==> config.mk <==
export PLATFORM = sky130hd
export DESIGN_NAME = wb_trace_fifo
export DESIGN_NICKNAME = d
export VERILOG_FILES = /design/src/rtl/wb_trace_fifo.sv
export SDC_FILE = /design/constraint.sdc
export NUM_CORES = 2
export LEC_CHECK = 0
export CAP_MARGIN = 40
export CORE_AREA = 2 2 318 320
export CTS_BUF_LIST = sky130_fd_sc_hd__clkbuf_8
export DETAILED_ROUTE_END_ITERATION = 10
export DIE_AREA = 0 0 320 322
export DONT_BUFFER_PORTS = 1
export PLACE_DENSITY = 0.7
export REMOVE_ABC_BUFFERS = 1
export SLEW_MARGIN = 10
export SYNTH_ARGS = -nofsm -noshare
export SYNTH_HDL_FRONTEND = slang
export SYNTH_SLANG_ARGS = --single-unit
==> constraint.sdc <==
create_clock -name clk -period 4.5 [get_ports clk]
set_input_delay 0.675 -clock clk [delete_from_list [all_inputs] [get_ports clk]]
set_output_delay 0.675 -clock clk [all_outputs]
set_load 0.01 [all_outputs]
==> src/rtl/wb_trace_fifo.sv <==
// Writeback trace buffer: captures core register writes into a FIFO and streams them out.
// Optional macro WB_TRACE_SEQ_EN adds a 16-bit capture sequence number to every record.
module wb_trace_fifo #(
  parameter int DEPTH = 16,
  parameter int PTR_W = 4
) (
  input  logic             clk,
  input  logic             resetn,
  input  logic [31:0]      debug_wb_pc,
  input  logic [3:0]       debug_wb_rf_wen,
  input  logic [4:0]       debug_wb_rf_wnum,
  input  logic [31:0]      debug_wb_rf_wdata,
  output logic             trace_valid,
  input  logic             trace_ready,
  output logic [31:0]      trace_pc,
  output logic [4:0]       trace_wnum,
  output logic [31:0]      trace_wdata,
  output logic             trace_gap,
  output logic [15:0]      trace_seq,
  output logic [PTR_W:0]   trace_count,
  output logic [15:0]      drop_cnt,
  output logic             overflow
);

  localparam logic [PTR_W:0] FULL_CNT = (PTR_W+1)'(DEPTH);

  logic [PTR_W-1:0] wr_ptr_reg;
  logic [PTR_W-1:0] rd_ptr_reg;
  logic [PTR_W:0]   count_reg;
  logic             gap_pend_reg;

  logic [31:0] mem_pc    [DEPTH];
  logic [4:0]  mem_wnum  [DEPTH];
  logic [31:0] mem_wdata [DEPTH];
  logic        mem_gap   [DEPTH];

  logic capture;
  logic pop;
  logic push;
  logic drop;

  // Writes to $0 are architecturally invisible, so they never enter the trace.
  assign capture = (debug_wb_rf_wen != 4'b0000) && (debug_wb_rf_wnum != 5'd0);
  assign trace_valid = (count_reg != '0);
  assign pop  = trace_valid && trace_ready;
  assign push = capture && ((count_reg != FULL_CNT) || pop);
  assign drop = capture && (count_reg == FULL_CNT) && !pop;

  assign trace_count = count_reg;
  assign trace_pc    = mem_pc[rd_ptr_reg];
  assign trace_wnum  = mem_wnum[rd_ptr_reg];
  assign trace_wdata = mem_wdata[rd_ptr_reg];
  assign trace_gap   = mem_gap[rd_ptr_reg];

`ifdef WB_TRACE_SEQ_EN
  logic [15:0] seq_reg;
  logic [15:0] mem_seq [DEPTH];

  // Dropped captures still consume a sequence number so gaps are measurable.
  always_ff @(posedge clk or negedge resetn) begin
    if (!resetn) begin
      seq_reg <= '0;
    end else if (capture) begin
      seq_reg <= seq_reg + 16'd1;
    end
  end

  assign trace_seq = mem_seq[rd_ptr_reg];
`else
  assign trace_seq = 16'h0000;
`endif

  always_ff @(posedge clk or negedge resetn) begin
    if (!resetn) begin
      for (int i = 0; i < DEPTH; i++) begin
        mem_pc[i]    <= '0;
        mem_wnum[i]  <= '0;
        mem_wdata[i] <= '0;
        mem_gap[i]   <= 1'b0;
`ifdef WB_TRACE_SEQ_EN
        mem_seq[i]   <= '0;
`endif
      end
    end else if (push) begin
      mem_pc[wr_ptr_reg]    <= debug_wb_pc;
      mem_wnum[wr_ptr_reg]  <= debug_wb_rf_wnum;
      mem_wdata[wr_ptr_reg] <= debug_wb_rf_wdata;
      mem_gap[wr_ptr_reg]   <= gap_pend_reg;
`ifdef WB_TRACE_SEQ_EN
      mem_seq[wr_ptr_reg]   <= seq_reg;
`endif
    end
  end

  always_ff @(posedge clk or negedge resetn) begin
    if (!resetn) begin
      wr_ptr_reg   <= '0;
      rd_ptr_reg   <= '0;
      count_reg    <= '0;
      gap_pend_reg <= 1'b0;
      drop_cnt     <= '0;
      overflow     <= 1'b0;
    end else begin
      if (push) begin
        wr_ptr_reg <= wr_ptr_reg + PTR_W'(1);
      end
      if (pop) begin
        rd_ptr_reg <= rd_ptr_reg + PTR_W'(1);
      end
      case ({push, pop})
        2'b10:   count_reg <= count_reg + (PTR_W+1)'(1);
        2'b01:   count_reg <= count_reg - (PTR_W+1)'(1);
        default: count_reg <= count_reg;
      endcase
      if (drop) begin
        overflow     <= 1'b1;
        gap_pend_reg <= 1'b1;
        if (drop_cnt != 16'hFFFF) begin
          drop_cnt <= drop_cnt + 16'd1;
        end
      end else if (push) begin
        gap_pend_reg <= 1'b0;
      end
    end
  end

endmodule

==> results.txt <==
The number of levels the H-tree was split into is 4. The filler cell count is approximately 7200. The area inside the core boundary came out at roughly 100000 µm².

The largest stage delay on the critical path is around 760 ps. The worst path in the final design needs a cycle of around 4000 ps, including I/O delays and setup. The setup slack of the critical path after layout is between 400 and 500 ps.

The worst pin sits at a relative slew slack of around 15%. The internal portion of the total power is roughly 33000 µW. The share of synthesized area in the top cell type comes to between 50% and 60%. The sequential cell area came out at 28800 µm².

The count of buffering cells on the critical path with inverters included is 2. Clock tree synthesis selected as its root buffer the cell clkbuf_8. The fraction of registers with async set or reset after synthesis came out at 100%. Entering global routing, the biggest net connects 1152 pins. In this run, synthesis produced a sequential element count of 1151. For this run, the register share of the synthesized area comes to 52.9%. Measured in cells, the most critical reg-to-reg path has a length of 11. The horizontal die dimension came out at between 300 and 400 µm. The worst register-to-register path begins at trace_count[1].

The starting utilization of the core area came out at a little over half. The highest net fanout along the worst path is 21. The peak supply drop came out at 0.000434 V. In this run the tool buffered the top-level ports with 0 buffer cells. The largest clock skew in the final design came out at roughly 39 ps. The biggest area contributor in the post-synthesis netlist is dfrtp_1.

STA puts the critical path data arrival time at between 3000 and 4000 ps. The total number of clock tree sinks came out at about 1200. The post-cts resize count came out at 0. The power per cell area came out at roughly 810 nW/µm². The area of the mapped netlist is roughly 54000 µm². Counting instances in the post-synthesis netlist gives the leading cell types as dfrtp_1, mux2_4, mux2_2. The proportion of power drawn by the clock network is ~19%. The share of post-route cells with drive strength above 1 is between 50 and 60%. In the post-synthesis netlist, the biggest area contributors are dfrtp_1, mux2_4, mux4_2.

The number of nets with antenna violations after detailed routing is 0. The power spent charging and discharging nets is approximately 15000 µW. The part of the cycle the worst path needs came out at 89.0%. In this design, the critical path's most frequently occurring cell is mux4_2. The count of pins on the block boundary came out at roughly 190. The clock insertion delay at the later pin of the skew report is about 860 ps.

The switching share of total power came out at a little under a third. In the synthesized netlist the dominant register cell turns out to be dfrtp_1. Compared with the post-synthesis result, the final layout area differs by 10.5%.

TritonCTS built the clock tree. The setup slack on the worst flop-to-flop path is 1060 ps. The worst setup path is captured at an output pin. The iteration-0 DRC count of the detailed router is 2049. The path type of the worst setup path is reg -> out. For this run, the post-layout net count is 3189. The buffer depth of the longest clock path is 3.

The multi-input combinational cells in the finished layout cover a total of 23900 µm². In this run the most critical hold path is launched from debug_wb_rf_wnum[1]. The largest registers in the layout are mem_pc x512, mem_wdata x512, mem_wnum x80.

On the final layout, the worst hold slack is roughly 170 ps. The die extent in y is about 320 µm. The total CTS buffers is 191. Detailed placement ended at an HPWL of a little under 70 mm. The endpoint identified for the worst register-to-register timing path is trace_count[4]. The sequential fraction of design power is a little under two fifths. The post-synthesis area per instance is about 18 µm². During synthesis, Yosys emitted a total of 0 warnings.

The path class of the tightest hold or removal check is in -> reg. The run finished with clean final reports. The most common cell in the synthesized netlist is dfrtp_1. Setup repair after global routing left no endpoint under its margin. The via count of the first global-routing pass is approximately 31000. The final-report max-slew violation count came out at 0. The total global routing track utilization came out at 25.2%. The routed wire length came out at around 130 mm.

The floorplan step defined a die boundary enclosing between 100000 and 150000 µm². The count of vias placed by the detailed router came out at between 20000 and 30000. Broken down by cell family, the worst path's largest delay share belongs to multiplexers. The initialized floorplan defines roughly 120 standard-cell rows. The DRC violation count after routing is 0.

The clock transition at the register clock pins on the worst setup and hold paths after CTS came out at 60 ps. The total design power came out at 48700 µW. The first global-routing pass estimated 197 mm of wire. For hold timing, the worst endpoint is gap_pend_reg.

Synthesis produced a netlist whose cell count is around 3000. Timing would allow up to about 250 MHz. The share of total power dissipated in combinational logic is ~43%.

The transition time at the pin with the least slew margin is approximately 1300 ps. Prior to clock tree synthesis, the placed netlist has a worst setup slack of a little under 1000 ps. Max-cap violations in this run came to 0.

The data required time at the worst endpoint came out at roughly 3800 ps. The number of antenna violations at the first check in global routing is 15. The leakage power came out at roughly 0.026 µW. The cell depth of the worst min-delay path came out at 2. The cell area after placement came out at 55300 µm². The number of different library cells in the post-synthesis netlist is 43.

The global route total overflow came out at 0. Walking the worst path, the cells encountered are buf_12 -> buf_4 -> mux4_2 -> mux4_2. The detailed-routing iteration count for the pre-antenna-repair pass came out at 5. Summing all non-filler instances in the final layout gives an area of about 60000 µm². The setup-violating endpoint count in the final report came out at 0. The worst setup path is launched from a flip-flop. The number of hold-slack violations in the final timing report was 0.

The number of enable flip-flop cells after synthesis came out at 0. Using the TritonRoute via totals, the vias-per-cell ratio works out to a little over 6. After detailed routing, the average wire length per cell comes to ~28 µm. The placer congestion estimate came out at 0.739. The slowest stage of the critical path belongs to the cell dfrtp_4.
[worst register-to-register path: stages, from the launching register on]
cell and delay (ps):
dfrtp_1 510, or4_4 570, or3b_4 420, nor2b_4 240, inv_1 120, ha_1 370, xor2_1 140, ha_1 240
o211a_1 220, o31ai_1 200, a31oi_1 100, xor2_1 180
[worst max-delay path by stage]
stage / slack (ps) / depth (start not counted) / to / from
2_1_floorplan: -7990 / 2 / trace_gap / rd_ptr_reg[0]
4_1_cts: 390 / 4 / trace_pc[22] / rd_ptr_reg[0]
6_report: 500 / 4 / trace_pc[22] / rd_ptr_reg[0]
5_1_grt: 30 / 6 / mem_wnum[78] / resetn
3_5_place_dp: 990 / 11 / trace_count[4] / debug_wb_rf_wnum[0]
3_3_place_gp: 920 / 11 / trace_count[4] / debug_wb_rf_wnum[0]
[power groups by stage]
stage | Clock, µW | Sequential, µW | Combinational (µW)
2_1_floorplan | 0 | 18100 | 15600
3_3_place_gp | 0 | 18200 | 19900
3_5_place_dp | 0 | 18600 | 20500
4_1_cts | 9690 | 18500 | 20800
5_1_grt | 10200 | 19100 | 21900
6_report | 9440 | 18500 | 20700
[cell type report]
cell class,instances,area share (%)
flip-flops and latches,1151,47.9
multi-input cells,1611,39.8
clock buffers,247,5.65
repair buffers,141,2.97
well taps,1298,2.70
clock inverters,101,0.950
inverters,7,0.0437
diodes,5,0.0208
[metrics by stage]
stage | instances | utilization [%] | setup TNS [ps]
global route | 4560 | 60.4 | 0
global placement | 4128 | 55.5 | 0
floorplan | 2769 | - | -586210
detailed placement | 4130 | 55.5 | 0
finish | 4561 | 60.4 | 0
CTS | 4547 | 60.2 | 0
[per-layer routing]
metal  track usage (%)  routed length, µm
met3              5.16               6550
met2              39.6              60400
met5                 0                111
met1              35.8              56600
met4              7.45               2820
[cells in the final DEF (no fill, tap or decap), drive strengths merged, types with 2 or more instances in the layout]
cell         instances
mux2              1123
diode                5
ha                  10
or2                  2
clkinvlp             2
o21ai                5
nor4                 3
xnor2               12
xor2                13
conb                16
nor2b                3
nand2                8
nor2                 5
clkinv              19
nand3               11
a31oi                2
clkbuf             247
and2                 3
dfrtp             1151
inv                 83
and3                14
mux4               350
buf                 71
dlygate4sd3         70
bufinv               4
nor3                 5
a21oi                3
a21o                 2
nand4                9
or4                  4
[repair_timing]
item	4_1_cts	5_1_grt
hold buffers	69	2
buffers inserted	0	0
endpoints found under the hold margin	2255	315
[logic make-up after synthesis]
group                      after synthesis  synth area share, %
adders and majority gates               10                0.230
DFF                                   1151                 52.9
other                                    1              0.00688
muxes                                 1474                 42.0
AOI/OAI and AO/OA                       16                0.188
xor gates and xnor gates                25                0.402
and+or+nand+nor                         70                0.806
buffers and inverters                  302                 3.46
(Power assumes the default switching activity.)
